===== src/rtl/ifu_prefetch_pkg.sv =====
// Shared constants and FSM encoding for the instruction prefetch unit.
// Imported by the top level and by the testbench.
package ifu_prefetch_pkg;

  localparam int          XLEN_DEF     = 64;
  localparam int          ILEN_DEF     = 32;
  localparam logic [63:0] RESET_PC_DEF = 64'h8000_0000;

  typedef enum logic [1:0] {
    ST_BOOT  = 2'd0,
    ST_RUN   = 2'd1,
    ST_STALL = 2'd2
  } state_e;

endpackage


===== src/rtl/ifu_prefetch_sync_fifo.sv =====
// Synchronous FIFO with flush; the head reads as zero while empty so
// downstream outputs are clean without resetting the storage array.
module sync_fifo #(
  parameter int WIDTH = 8,
  parameter int DEPTH = 4
) (
  input  logic                       clk,
  input  logic                       rst_n,
  input  logic                       clr,
  input  logic                       push,
  input  logic [WIDTH-1:0]           push_data,
  input  logic                       pop,
  output logic [WIDTH-1:0]           pop_data,
  output logic                       full,
  output logic                       empty,
  output logic [$clog2(DEPTH+1)-1:0] count
);

  localparam int PW = (DEPTH > 1) ? $clog2(DEPTH) : 1;
  localparam int CW = $clog2(DEPTH + 1);

  logic [WIDTH-1:0] r_mem [DEPTH];
  logic [PW-1:0]    r_wr_ptr;
  logic [PW-1:0]    r_rd_ptr;
  logic [CW-1:0]    r_count;
  logic             w_push;
  logic             w_pop;

  function automatic logic [PW-1:0] ptr_inc(input logic [PW-1:0] p);
    if (p == PW'(DEPTH - 1)) return '0;
    return p + 1'b1;
  endfunction

  // A push into a full FIFO is accepted only when the head leaves in the same cycle.
  assign w_pop  = pop && !empty;
  assign w_push = push && (!full || w_pop);

  always_ff @(posedge clk or negedge rst_n) begin
    if (!rst_n) begin
      r_wr_ptr <= '0;
      r_rd_ptr <= '0;
      r_count  <= '0;
    end else if (clr) begin
      r_wr_ptr <= '0;
      r_rd_ptr <= '0;
      r_count  <= '0;
    end else begin
      if (w_push) r_wr_ptr <= ptr_inc(r_wr_ptr);
      if (w_pop)  r_rd_ptr <= ptr_inc(r_rd_ptr);
      r_count <= r_count + CW'(w_push) - CW'(w_pop);
    end
  end

  always_ff @(posedge clk) begin
    if (w_push && !clr) r_mem[r_wr_ptr] <= push_data;
  end

  assign empty    = (r_count == '0);
  assign full     = (r_count == CW'(DEPTH));
  assign count    = r_count;
  assign pop_data = empty ? '0 : r_mem[r_rd_ptr];

endmodule


===== src/rtl/ifu_prefetch.sv =====
// Instruction prefetch unit: pipelined in-order memory reads feeding a
// prefetch FIFO in front of decode, with redirect flush and stop-on-error.
module ifu_prefetch
  import ifu_prefetch_pkg::*;
#(
  parameter int               XLEN            = XLEN_DEF,
  parameter int               ILEN            = ILEN_DEF,
  parameter int               FIFO_DEPTH      = 4,
  parameter int               MAX_OUTSTANDING = 2,
  parameter logic [XLEN-1:0]  RESET_PC        = XLEN'(RESET_PC_DEF)
) (
  input  logic            clk,
  input  logic            rst_n,
  input  logic            redirect_valid,
  input  logic [XLEN-1:0] redirect_pc,
  output logic            mem_req_valid,
  input  logic            mem_req_ready,
  output logic [XLEN-1:0] mem_req_addr,
  input  logic            mem_resp_valid,
  input  logic [XLEN-1:0] mem_resp_data,
  input  logic            mem_resp_err,
  output logic            inst_valid,
  input  logic            inst_ready,
  output logic [ILEN-1:0] inst_data,
  output logic [XLEN-1:0] inst_pc,
  output logic            inst_err,
  output logic            busy,
  output state_e          dbg_state
);

  localparam int IW  = $clog2(MAX_OUTSTANDING + 1);
  localparam int FCW = $clog2(FIFO_DEPTH + 1);
  localparam int CRW = $clog2(FIFO_DEPTH + MAX_OUTSTANDING + 1) + 1;
  localparam int EW  = 1 + XLEN + ILEN;

  state_e            r_state;
  state_e            w_state_nxt;
  logic [XLEN-1:0]   r_fetch_pc;
  logic [IW-1:0]     r_inflight;
  logic [IW-1:0]     r_discard;

  logic              w_req_hs;
  logic              w_resp_keep;
  logic [CRW-1:0]    w_credit;
  logic [XLEN/2-1:0] w_half;

  logic              w_fifo_push;
  logic              w_fifo_pop;
  logic [EW-1:0]     w_fifo_wdata;
  logic [EW-1:0]     w_fifo_rdata;
  logic              w_fifo_full;
  logic              w_fifo_empty;
  logic [FCW-1:0]    w_fifo_count;

  logic [XLEN-1:0]   w_pcq_head;
  logic              w_pcq_full;
  logic              w_pcq_empty;
  logic [IW-1:0]     w_pcq_count;

  // Handshakes: a request transfers on mem_req_valid && mem_req_ready and the
  // address holds while valid waits for ready; responses return in request
  // order and are always accepted; an instruction transfers on
  // inst_valid && inst_ready. Credit counts buffered entries plus live
  // in-flight requests so every kept response is guaranteed a FIFO slot.
  assign w_credit      = CRW'(w_fifo_count) + CRW'(r_inflight) - CRW'(r_discard);
  assign mem_req_valid = (r_state == ST_RUN) && !redirect_valid &&
                         (r_inflight < IW'(MAX_OUTSTANDING)) &&
                         (w_credit < CRW'(FIFO_DEPTH));
  assign mem_req_addr  = {r_fetch_pc[XLEN-1:3], 3'b000};
  assign w_req_hs      = mem_req_valid && mem_req_ready;

  assign w_resp_keep   = mem_resp_valid && !redirect_valid && (r_discard == '0);
  assign w_half        = w_pcq_head[2] ? mem_resp_data[XLEN-1:XLEN/2]
                                       : mem_resp_data[XLEN/2-1:0];
  assign w_fifo_push   = w_resp_keep;
  assign w_fifo_wdata  = {mem_resp_err, w_pcq_head,
                          mem_resp_err ? {ILEN{1'b0}} : ILEN'(w_half)};
  assign w_fifo_pop    = inst_valid && inst_ready;

  always_comb begin
    w_state_nxt = r_state;
    case (r_state)
      ST_BOOT:  w_state_nxt = ST_RUN;
      ST_RUN:   if (w_resp_keep && mem_resp_err) w_state_nxt = ST_STALL;
      ST_STALL: if (redirect_valid) w_state_nxt = ST_RUN;
      default:  w_state_nxt = ST_BOOT;
    endcase
  end

  always_ff @(posedge clk or negedge rst_n) begin
    if (!rst_n) begin
      r_state    <= ST_BOOT;
      r_fetch_pc <= RESET_PC;
      r_inflight <= '0;
      r_discard  <= '0;
    end else begin
      r_state    <= w_state_nxt;
      r_inflight <= r_inflight + IW'(w_req_hs) - IW'(mem_resp_valid);
      if (redirect_valid) begin
        // Everything still in flight, minus a response landing now, is stale.
        r_fetch_pc <= {redirect_pc[XLEN-1:2], 2'b00};
        r_discard  <= r_inflight - IW'(mem_resp_valid);
      end else begin
        if (w_req_hs) r_fetch_pc <= r_fetch_pc + XLEN'(4);
        if (mem_resp_valid && (r_discard != '0)) r_discard <= r_discard - 1'b1;
      end
    end
  end

  sync_fifo #(
    .WIDTH (XLEN),
    .DEPTH (MAX_OUTSTANDING)
  ) u_pc_queue (
    .clk       (clk),
    .rst_n     (rst_n),
    .clr       (redirect_valid),
    .push      (w_req_hs),
    .push_data (r_fetch_pc),
    .pop       (w_resp_keep),
    .pop_data  (w_pcq_head),
    .full      (w_pcq_full),
    .empty     (w_pcq_empty),
    .count     (w_pcq_count)
  );

  sync_fifo #(
    .WIDTH (EW),
    .DEPTH (FIFO_DEPTH)
  ) u_inst_fifo (
    .clk       (clk),
    .rst_n     (rst_n),
    .clr       (redirect_valid),
    .push      (w_fifo_push),
    .push_data (w_fifo_wdata),
    .pop       (w_fifo_pop),
    .pop_data  (w_fifo_rdata),
    .full      (w_fifo_full),
    .empty     (w_fifo_empty),
    .count     (w_fifo_count)
  );

  assign inst_valid = !w_fifo_empty;
  assign {inst_err, inst_pc, inst_data} = w_fifo_rdata;
  assign busy       = (r_inflight != '0);
  assign dbg_state  = r_state;

  a_inflight_max: assert property (@(posedge clk) disable iff (!rst_n)
    r_inflight <= IW'(MAX_OUTSTANDING));
  a_discard_le: assert property (@(posedge clk) disable iff (!rst_n)
    r_discard <= r_inflight);
  a_resp_expected: assert property (@(posedge clk) disable iff (!rst_n)
    mem_resp_valid |-> (r_inflight != '0));
  a_fifo_no_overflow: assert property (@(posedge clk) disable iff (!rst_n)
    !(w_fifo_push && w_fifo_full && !w_fifo_pop));
  a_pcq_no_overflow: assert property (@(posedge clk) disable iff (!rst_n)
    !(w_req_hs && w_pcq_full));
  a_pcq_no_underflow: assert property (@(posedge clk) disable iff (!rst_n)
    !(w_resp_keep && w_pcq_empty));
  a_pcq_tracks_live: assert property (@(posedge clk) disable iff (!rst_n)
    w_pcq_count == (r_inflight - r_discard));

endmodule


===== config.mk =====
export PLATFORM = sky130hd
export DESIGN_NAME = ifu_prefetch
export DESIGN_NICKNAME = d
export VERILOG_FILES = /design/src/rtl/ifu_prefetch_pkg.sv /design/src/rtl/ifu_prefetch_sync_fifo.sv /design/src/rtl/ifu_prefetch.sv
export SDC_FILE = /design/constraint.sdc
export NUM_CORES = 1
export LEC_CHECK = 0
export CORE_ASPECT_RATIO = 0.9
export CORE_UTILIZATION = 50
export DETAILED_ROUTE_END_ITERATION = 10
export MAX_ROUTING_LAYER = met4
export PLACE_DENSITY = 0.73
export SKIP_LAST_GASP = 1
export SLEW_MARGIN = 40
export SYNTH_ARGS = -nofsm -noshare
export SYNTH_HDL_FRONTEND = slang
export SYNTH_SLANG_ARGS = --single-unit

===== constraint.sdc =====
create_clock -name clk -period 8.7 [get_ports clk]
set_input_delay 0.87 -clock clk [delete_from_list [all_inputs] [get_ports clk]]
set_output_delay 0.87 -clock clk [all_outputs]
set_load 0.01 [all_outputs]

==> impl_results.md, run 1 <==
- Outcome: finished, final reports clean
- Top_reg_cell synth: edfxtp_1
- Die Area: 51300 um^2
- Final setup fails: 0
- Row cnt: 77
- Most used cell, CP: buf_4
- Synth-to-Final Area Change: 20.4%
- Crit-path cells: inv_1 > fa_1 > inv_1 > ha_1 > and3b_1 > nor3_1 > o2111ai_1 > buf_4 > nor2_2 > buf_4 > inv_2 > a31oi_1 > nor2b_4 > buf_4
- Max-Slew Margin vs Limit: 0.450
- First-pass GRT wire length: 89600 um
- Hold slack: 228 ps
- Crit-path leading delay family: buffers and inverters
- Clk pwr share: 0.295
- Proportion of synthesized area in mux cells: 0.112
- Ports: 301
- Warnings, synthesis: 0
- CTS tree: yes
- Max FO, Critical Path: 41
- Pint: 5.84 mW
- Via count: 15200
- Later-pin clock latency in the skew report: 600 ps
- Post-DP HPWL: 37300 um
- Synth Area in Compound Gates: 0.0489
- Slowest Stage Delay on Critical Path: 690 ps
- Metal1 wirelength: 25700 um
- Worst Path Required: 8930 ps
- Clk slew on worst S/H paths: 70 ps
- Arrival @ worst endpoint: 5040 ps
- WL final: 59700 um
- R2R depth: 14
- Buffers on Ports: 295
- Post-Synth XOR/XNOR Area: 0.00382
- Lkg Pwr: 10.2 nW
- Worst setup SP type: register
- Die height: 215 um
- Synth Instances: 1668
- Worst setup EP type: register
- Crit share post-route: 0.553
- Fin nets: 2055
- Clk root buf: clkbuf_16
- Max H-tree Level: 2
- Reg2reg start: r_inflight[1]
- Largest buffer count on any clock path: 3
- Simple-gate area share of the yosys netlist: 0.102
- Placer congestion estimate: 0.876
- Met3 routed WL: 4030 um
- Buffer and inverter count on the worst path: 6
- CP Class: register to register
- Final Hold Viols: 0
- Slowest-stage cell, CP: nor2b_4
- RSZ-0062 raised after global routing: false
- Post-CTS Setup Inserts: 0
- Main combinational cell family by area after synthesis: multiplexers
- Initial DRC Count: 1375
- DRC Markers: 0
- Mapped cell area: 25200 um^2
- Core area: 49400 um^2
- Switching Fraction: 0.285
- Worst r2r dst: u_pc_queue.r_mem[0][16]
- Worst Skew: 24.8 ps
- CTS sink count: 587
- P per Cell Area: 269 nW/um^2
- Top Layer Used: met4
- Vias in the first global route: 14800
- Post-route insts no fill: 2616
- Total Power: 8.17 mW
- Antenna viol nets, final: 0
- Post-CTS resize count: 0
- Synth Area per Inst: 15.1 um^2
- Starting density of the core: 0.510
- Minimum clock period: 4810 ps
- Largest net degree at the start of global routing: 77
- # hold bufs at CTS: 0
- Flops & latches, synth: 587
- Fmax: 208 MHz
- Initial DRT Pass Iterations: 5
- Worst-margin pin slew: 825 ps
- Max-slew violations: 0
- Peak supply drop: 0.176 mV
- Total negative setup slack: 0 ps
- DR WL/cell: 22.8 um
- Initial antenna violation count: 2
- Psw: 2.33 mW
- Global Route Usage Sum: 0.240
- Reg power frac: 0.438
- Number of max-cap violations: 0
- Dpl cells: 2509
- Die X-Extent: 239 um
- Distinct cells, synth: 64
- Combinational power share: 0.267
- Vias per cell: 5.81
- GRT Residual Overflow: 0
- Inserted Clock Buffers: 57
- Register area share after synthesis: 0.684
- Crit path to: u_pc_queue.r_mem[0][16]
- Length of routed met2 wiring: 28500 um
- CP startpoint: r_inflight[1]
- Synth async-reset ratio: 0.135
- Worst Hold Class: input port to async pin
- Number of synthesized flops with an enable pin: 508
- Layout cells sized above 1: 0.120
- Reg2Reg Setup Slack: 3890 ps
- Critical Path Stages: 14
- Post-Synth Adder-Cell Area: 0.0100
-- worst register-to-register path, delay by kind of cell (launching register included) --
family	cells	cell delay (ps)
compound gates	2	510
buf+inv	6	1500
fa+ha+maj	2	840
simple gates	4	1140
flops	1	410
-- placed cells by master, fill, tap and decap left out, types with 23 or more instances in the layout --
cell type        count
a21oi_1             57
nor3_1              23
mux2i_1             63
edfxtp_1           508
o21ai_0             43
and2_1             104
inv_1               42
mux4_2              96
clkdlybuf4s50_1    293
dfrtp_1             75
nand3_1             30
clkbuf_16           59
nor2_1              96
nand4_1             27
nand2_1            142
-- kinds of logic (layout without fill, tap and decap cells) --
family	Yosys count	count (layout)
other	1	10
DFF	587	587
AOI/OAI and AO/OA	188	188
adders and majority gates	19	19
and+or+nand+nor	504	504
buffers and inverters	197	465
xor gates and xnor gates	11	11
muxes	161	161
-- power groups by stage --
stage	combinational (mW)	clock [mW]	sequential, mW
after detailed placement	2.19	0	3.64
after CTS	2.20	2.45	3.58
after floorplan	1.26	0	3.53
after global placement	2.15	0	3.62
final	2.18	2.41	3.58
after global routing	2.35	2.55	3.61
-- registers in the layout, indices dropped and copies added (netlist names) --
signal	count
dbg_state	2
r_discard	2
r_fetch_pc	62
r_inflight	2
u_inst_fifo.count	3
u_inst_fifo.r_mem	384
u_inst_fifo.r_rd_ptr	2
u_inst_fifo.r_wr_ptr	2
u_pc_queue.count	2
u_pc_queue.r_mem	124
u_pc_queue.r_rd_ptr	1
u_pc_queue.r_wr_ptr	1
-- metal layers --
metal	vias up	GRT usage
met4	0	0.0677
met1	7733	0.334
met5	-	-
met3	103	0.0355
met2	601	0.370
li1	6761	-
-- synthesized netlist by cell type, drive strengths merged, types with 3 or more instances --
cell type	number	area, um^2
edfxtp	508	15300
nand2	142	533
and2	110	689
nor2	98	370
mux4	96	2160
buf	80	553
dfrtp	78	1950
clkbuf	73	274
mux2i	63	631
a21oi	58	290
o21ai	46	230
inv	44	165
nand3	32	165
nand4	28	181
nor3	23	115
a21o	18	135
ha	17	213
nor4	17	136
a221o	15	150
and4	10	87.6
o311ai	8	70.1
o31a	8	70.1
and3	7	45.1
o211ai	7	52.6
o41ai	7	61.3
or3	7	43.8
xnor2	7	61.3
nor2b	6	37.5
a211o	5	43.8
nand2b	5	31.3
nor3b	5	37.5
or2	4	25.0
or4	4	30.0
xor2	4	35.0
a211oi	3	22.5
a22oi	3	22.5
-- per-stage QoR --
stage | utilization | setup slack (ps) | cell area [um^2]
after floorplan | - | 2790 | 25200
after global placement | 0.575 | 3980 | 28400
after detailed placement | 0.575 | 3870 | 28400
after CTS | 0.612 | 3850 | 30300
after global routing | 0.614 | 3560 | 30300
final | 0.614 | 3890 | 30400
-- worst min path at each step --
| stage | start | endpoint | slack (ps) | cells past startpoint |
|---|---|---|---|---|
| 3_3_place_gp | dbg_state[0] | dbg_state[0] | 490 | 1 |
| 3_5_place_dp | dbg_state[0] | dbg_state[0] | 520 | 1 |
| 6_report | rst_n | r_fetch_pc[49] | 230 | 1 |
| 2_1_floorplan | r_fetch_pc[46] | u_pc_queue.r_mem[0][46] | 460 | 0 |
| 5_1_grt | rst_n | r_fetch_pc[61] | 250 | 1 |
| 4_1_cts | rst_n | r_fetch_pc[27] | 220 | 1 |
-- layout make-up --
type	count	area, um^2
Antenna cell	3	7.51
Clock buffer	67	1510
Clock inverter	33	310
Fill cell	3576	19100
Inverter	44	165
Multi-Input combinational cell	890	7060
Sequential cell	587	17200
Tap cell	671	840
Timing Repair Buffer	321	3220
Note: power is estimated with default switching activity, not from simulation.
==> inputs of run 2 (changes only) <==
--- a/config.mk
+++ b/config.mk
@@ -9,7 +9,7 @@
 export CORE_UTILIZATION = 50
 export DETAILED_ROUTE_END_ITERATION = 10
 export MAX_ROUTING_LAYER = met4
-export PLACE_DENSITY = 0.73
+export PLACE_DENSITY = 0.76
 export SKIP_LAST_GASP = 1
 export SLEW_MARGIN = 40
 export SYNTH_ARGS = -nofsm -noshare
==> constraint.sdc (replaced) <==
create_clock -name clk -period 4.31 [get_ports clk]
set_input_delay 0.431 -clock clk [delete_from_list [all_inputs] [get_ports clk]]
set_output_delay 0.431 -clock clk [all_outputs]
set_load 0.01 [all_outputs]
==> run 2 against run 1 <==
  * Wire length shrank 0.38%
  * Final cell count grew 0.34%
  * Final area is essentially flat
  * Sequential share of layout area is essentially flat
  * Hold slack lost 29 ps
  * Global-route usage shrank 0.051 points
  * Critical path depth shrank 4
  * Largest power group unchanged
  * Highest routed layer unchanged
==> impl_results.md, run 2 (synthesis gave the netlist of run 1 again) <==
- P per Cell Area: 535 nW/um^2 (was 269 nW/um^2)
- Buffers on Ports: 295 (unchanged)
- Clk root buf: clkbuf_16 (unchanged)
- Arrival @ worst endpoint: 3510 ps (was 5040 ps)
- Minimum clock period: 3940 ps
- Initial DRT Pass Iterations: 5 (unchanged)
- Post-route insts no fill: 2625 (was 2616)
- Final Hold Viols: 0 (unchanged)
- Vias per cell: 5.82 (was 5.81)
- Max-Slew Margin vs Limit: 0.443 (was 0.450)
- Max reg flops: 384 (unchanged)
- Via count: 15300 (was 15200)
- Worst setup SP type: register (unchanged)
- Largest net degree at the start of global routing: 64 (was 77)
- Worst-margin pin slew: 835 ps (was 825 ps)
- Post-DP HPWL: 38800 um (was 37300 um)
- Commonest non-fill, non-tap cell in the layout: edfxtp_1 (unchanged)
- Core area: 49400 um^2 (unchanged)
- First-pass GRT wire length: 89800 um (was 89600 um)
- Crit share post-route: 0.914
- Worst Hold Class: input port to register (was input port to async pin)
- Number of max-cap violations: 0 (unchanged)
- Lkg Pwr: 10.2 nW (about the same)
- Die X-Extent: 239 um (unchanged)
- Most frequent cells in the layout: 508 x edfxtp_1, 293 x clkdlybuf4s50_1, 142 x nand2_1, 104 x and2_1 (unchanged)
- Worst Path Required: 3880 ps (was 8930 ps)
- Worst setup EP type: output port (was register)
- Worst Skew: 24.6 ps (was 24.8 ps)
- RSZ-0062 raised after global routing: false (unchanged)
- Top reg by flops: u_inst_fifo.r_mem (unchanged)
- Starting density of the core: 0.510 (unchanged)
- Ports: 301 (unchanged)
- Row cnt: 77 (unchanged)
- Later-pin clock latency in the skew report: 590 ps (was 600 ps)
- Post-CTS resize count: 0 (unchanged)
- Synth-to-Final Area Change: 20.5% (was 20.4%)
- Fin util: 0.614 (about the same)
- DRC Markers: 0 (unchanged)
- Layout cells sized above 1: 0.121 (was 0.120)
- Vias in the first global route: 15200 (was 14800)
- CTS tree: yes (unchanged)
- Die height: 215 um (unchanged)
- Filler instances: 3564 (was 3576)
- Die Area: 51300 um^2 (unchanged)
- Initial antenna violation count: 2 (unchanged)
- Outcome: finished, final reports clean (unchanged)
- Global Route Usage Sum: 0.239 (was 0.240)
- Fmax: 254 MHz
- Max FO, Critical Path: 11 (was 41)
- Max H-tree Level: 2 (unchanged)
- Fin nets: 2063 (was 2055)
- Largest buffer count on any clock path: 3 (unchanged)
- Final setup fails: 0 (unchanged)
- GRT Residual Overflow: 0 (unchanged)
- Total negative setup slack: 0 ps (unchanged)
- Dpl cells: 2522 (was 2509)
- Peak supply drop: 0.331 mV (was 0.176 mV)
- Worst Slack Setup Final: 369 ps (was 3890 ps)
- CP Class: register to output port (was register to register)
- Placer congestion estimate: 0.899 (was 0.876)
- Clk slew on worst S/H paths: 60 ps (was 70 ps)
- DR WL/cell: 22.7 um (was 22.8 um)
- Max-slew violations: 0 (unchanged)
- Total Power: 16.2 mW (was 8.17 mW)
- Initial DRC Count: 1559 (was 1375)
- WL final: 59500 um (was 59700 um)
- Largest regs: u_inst_fifo.r_mem: 384 flops, u_pc_queue.r_mem: 124 flops, r_fetch_pc: 62 flops (unchanged)
- CTS sink count: 587 (unchanged)
- Setup WS pre-CTS: 778 ps (was 3870 ps)
- Antenna viol nets, final: 0 (unchanged)
- Inserted Clock Buffers: 55 (was 57)
run 2: changes by cell type in the layout (fill, tap and decap cells not counted), sizes merged:
cell and change:
buf +9, clkbuf +5, clkinv -4, bufinv -3, clkinvlp +1, diode -1
dlygate4sd3 +1, inv +1
run 2: final cells by class:
class / count / area [um^2] / area share
Clock buffer: 72 / 1490 / 0.0492
Antenna cell: 2 / 5.00 / 0.000165
Clock inverter: 28 / 215 / 0.00709
Tap cell: 671 / 840 / 0.0276
Sequential cell: 587 / 17200 / 0.568
Inverter: 44 / 165 / 0.00544
Multi-Input combinational cell: 890 / 7060 / 0.232
Timing Repair Buffer: 331 / 3350 / 0.110
run 2: worst paths after layout:
path	from	endpoint	slack [ps]	cells past startpoint
min in group asynchronous	rst_n	r_fetch_pc[63]	380	2
min	redirect_valid	u_pc_queue.count[1]	200	2
max reg2reg	r_inflight[1]	r_fetch_pc[46]	760	13
min reg2reg	dbg_state[0]	dbg_state[0]	510	1
max	r_inflight[1]	mem_req_valid	370	10
max in group asynchronous	rst_n	r_fetch_pc[61]	2950	3
run 2: repair_timing:
item,4_1_cts,5_1_grt
setup buffers,0,0
hold endpoints to repair,41,0
hold buffers,1,0
run 2: critical path: stages, from the launching register on:
cell             delay [ps]
dfrtp_1                 410
inv_1                   100
fa_1                    530
inv_1                    40
ha_1                    300
and3b_1                 200
o21a_1                  160
o2111ai_1               250
buf_4                   270
inv_1                   120
clkdlybuf4s50_1         540
run 2: report_power, final:
part	internal (mW)	switching, mW	leakage (nW)
clock	2.61	1.99	0.828
sequential	6.77	0.464	5.64
combinational	2.22	2.19	3.73
run 2: routing by layer:
layer  global-route usage  wire length, um
met1                0.326            24700
met2                0.377            28700
met3               0.0355             4610
met4               0.0684             1460
met5                    -                0
run 2: per-stage QoR:
step / area (um^2) / hold slack [ps]
4_1_cts: 30400 / 181
5_1_grt: 30400 / 216
3_5_place_dp: 28600 / 466
3_3_place_gp: 28600 / 457
6_report: 30400 / 199
2_1_floorplan: 25200 / 135
==> inputs of run 3 (changes only) <==
--- a/config.mk
+++ b/config.mk
@@ -7,6 +7,7 @@
 export LEC_CHECK = 0
 export CORE_ASPECT_RATIO = 0.9
 export CORE_UTILIZATION = 50
+export CTS_CLUSTER_SIZE = 12
 export DETAILED_ROUTE_END_ITERATION = 10
 export MAX_ROUTING_LAYER = met4
 export PLACE_DENSITY = 0.76
==> run 3 against run 2 <==
  * First-iteration DRC count shrank 3.0%
  * Setup slack lost 3.7 ps
  * Clock power grew 4%
  * Final cell count grew 0.11%
  * Register-to-register slack lost 20 ps
  * Sequential share of layout area shrank 0.14 points
  * Utilization grew 0.15 points
  * Sequential cell count is the same
  * Sequential power is essentially flat
  * Non-clock buffer count is the same
  * Largest cell class unchanged
==> impl_results.md, run 3 (synthesis gave the netlist of run 1 again) <==
- Outcome: finished, final reports clean (unchanged)
- Post-CTS Setup Inserts: 0 (unchanged)
- # hold bufs at CTS: 1 (unchanged)
- Worst setup EP type: output port (unchanged)
- WL final: 60000 um (was 59500 um)
- Inserted Clock Buffers: 59 (was 55)
- Worst Path Required: 3880 ps (about the same)
- Max-slew violations: 0 (unchanged)
- P per Cell Area: 540 nW/um^2 (was 535 nW/um^2)
- Arrival @ worst endpoint: 3510 ps (about the same)
- Minimum clock period: 3940 ps (about the same)
- Worst Hold Class: input port to register (unchanged)
- Die X-Extent: 239 um (unchanged)
- Most frequent cells in the layout: 508 x edfxtp_1, 293 x clkdlybuf4s50_1, 142 x nand2_1, 104 x and2_1 (unchanged)
- Seq. cell area: 17200 um^2 (unchanged)
- Largest net degree at the start of global routing: 64 (unchanged)
- Core area: 49400 um^2 (unchanged)
- Ports: 301 (unchanged)
- Crit share post-route: 0.915 (was 0.914)
- Largest regs: u_inst_fifo.r_mem: 384 flops, u_pc_queue.r_mem: 124 flops, r_fetch_pc: 62 flops (unchanged)
- Worst-margin pin slew: 841 ps (was 835 ps)
- Final setup fails: 0 (unchanged)
- Buffers on Ports: 295 (unchanged)
- GRT Residual Overflow: 0 (unchanged)
- RSZ-0062 raised after global routing: false (unchanged)
- Die height: 215 um (unchanged)
- DR WL/cell: 22.8 um (was 22.7 um)
- Layout cells sized above 1: 0.120 (was 0.121)
- Initial antenna violation count: 4 (was 2)
- Filler instances: 3547 (was 3564)
- Via count: 15300 (about the same)
- Total negative setup slack: 0 ps (unchanged)
- Commonest non-fill, non-tap cell in the layout: edfxtp_1 (unchanged)
- CP Class: register to output port (unchanged)
- DRC Markers: 0 (unchanged)
- Vias in the first global route: 15300 (was 15200)
- CTS tree: yes (unchanged)
- Max reg flops: 384 (unchanged)
- Global Route Usage Sum: 0.242 (was 0.239)
- Fmax: 253 MHz (was 254 MHz)
- Antenna viol nets, final: 0 (unchanged)
- Final Hold Viols: 0 (unchanged)
- CTS sink count: 587 (unchanged)
- Lkg Pwr: 10.2 nW (about the same)
- Worst Skew: 16.5 ps (was 24.6 ps)
- Placer congestion estimate: 0.899 (unchanged)
- Starting density of the core: 0.510 (unchanged)
- Fin nets: 2067 (was 2063)
- Max-Slew Margin vs Limit: 0.439 (was 0.443)
- Dpl cells: 2522 (unchanged)
- Synth-to-Final Area Change: 20.8% (was 20.5%)
- Post-DP HPWL: 38800 um (unchanged)
- Top reg by flops: u_inst_fifo.r_mem (unchanged)
- First-pass GRT wire length: 90700 um (was 89800 um)
- Max FO, Critical Path: 11 (unchanged)
- Largest buffer count on any clock path: 3 (unchanged)
- Number of max-cap violations: 0 (unchanged)
- Post-route insts no fill: 2628 (was 2625)
- Initial DRT Pass Iterations: 6 (was 5)
- Clk root buf: clkbuf_16 (unchanged)
- Peak supply drop: 0.325 mV (was 0.331 mV)
- Worst setup SP type: register (unchanged)
- Post-CTS resize count: 0 (unchanged)
- Vias per cell: 5.84 (was 5.82)
- Later-pin clock latency in the skew report: 610 ps (was 590 ps)
- Clk slew on worst S/H paths: 60 ps (about the same)
- Row cnt: 77 (unchanged)
- Max H-tree Level: 2 (unchanged)
- Die Area: 51300 um^2 (unchanged)
- Area of the multi-input gates: 7060 um^2 (unchanged)
- Initial DRC Count: 1513 (was 1559)
==> run 3: path summary, 6_finish.rpt <==
| path | startpoint | endpoint | slack (ps) | cells after the start |
|---|---|---|---|---|
| max | r_inflight[1] | mem_req_valid | 370 | 10 |
| min | redirect_valid | u_pc_queue.count[1] | 190 | 2 |
| max reg2reg | r_inflight[1] | u_pc_queue.r_mem[0][7] | 740 | 12 |
| min reg2reg | dbg_state[0] | dbg_state[0] | 510 | 1 |
| max in group asynchronous | rst_n | r_fetch_pc[31] | 2970 | 3 |
| min in group asynchronous | rst_n | r_fetch_pc[63] | 350 | 2 |
==> run 3: routing by layer <==
layer | routed length [um] | up-vias | global-route usage
met1 | 25100 | 7763 | 0.326
met2 | 28900 | 717 | 0.380
met3 | 4600 | 84 | 0.0408
li1 | - | 6775 | -
met4 | 1390 | 0 | 0.0741
met5 | 0 | - | -
==> run 3: cell type report <==
cell class / count / share of cell area
repair buffers: 331 / 0.110
clock buffers: 85 / 0.0534
flip-flops and latches: 587 / 0.566
clock inverters: 16 / 0.00493
diodes: 4 / 0.000329
inverters: 44 / 0.00543
well taps: 671 / 0.0276
multi-input cells: 890 / 0.232
==> run 3: stage by stage <==
stage | instance area [um^2] | power, mW | hold slack [ps] | util | worst slack, ps
2_1_floorplan | 25200 | 9.67 | 135 | - | 247
3_3_place_gp | 28600 | 11.7 | 457 | 0.579 | 802
3_5_place_dp | 28600 | 11.8 | 466 | 0.580 | 778
4_1_cts | 30400 | 16.6 | 169 | 0.616 | 330
5_1_grt | 30400 | 17.1 | 204 | 0.616 | 263
6_report | 30400 | 16.4 | 192 | 0.616 | 365
==> run 3: worst max-delay path, cell delays in order, from the launching register on <==
cell and delay, ps:
dfrtp_1 410, inv_1 100, fa_1 530, inv_1 40, ha_1 300, and3b_1 200, o21a_1 160, o2111ai_1 250
buf_4 270, inv_1 120, clkdlybuf4s50_1 540
==> run 3: power breakdown <==
group,switching (mW),internal [mW],total (mW)
registers,0.463,6.77,7.23
logic,2.20,2.22,4.42
clock network,2.00,2.77,4.77
total,4.67,11.8,16.4
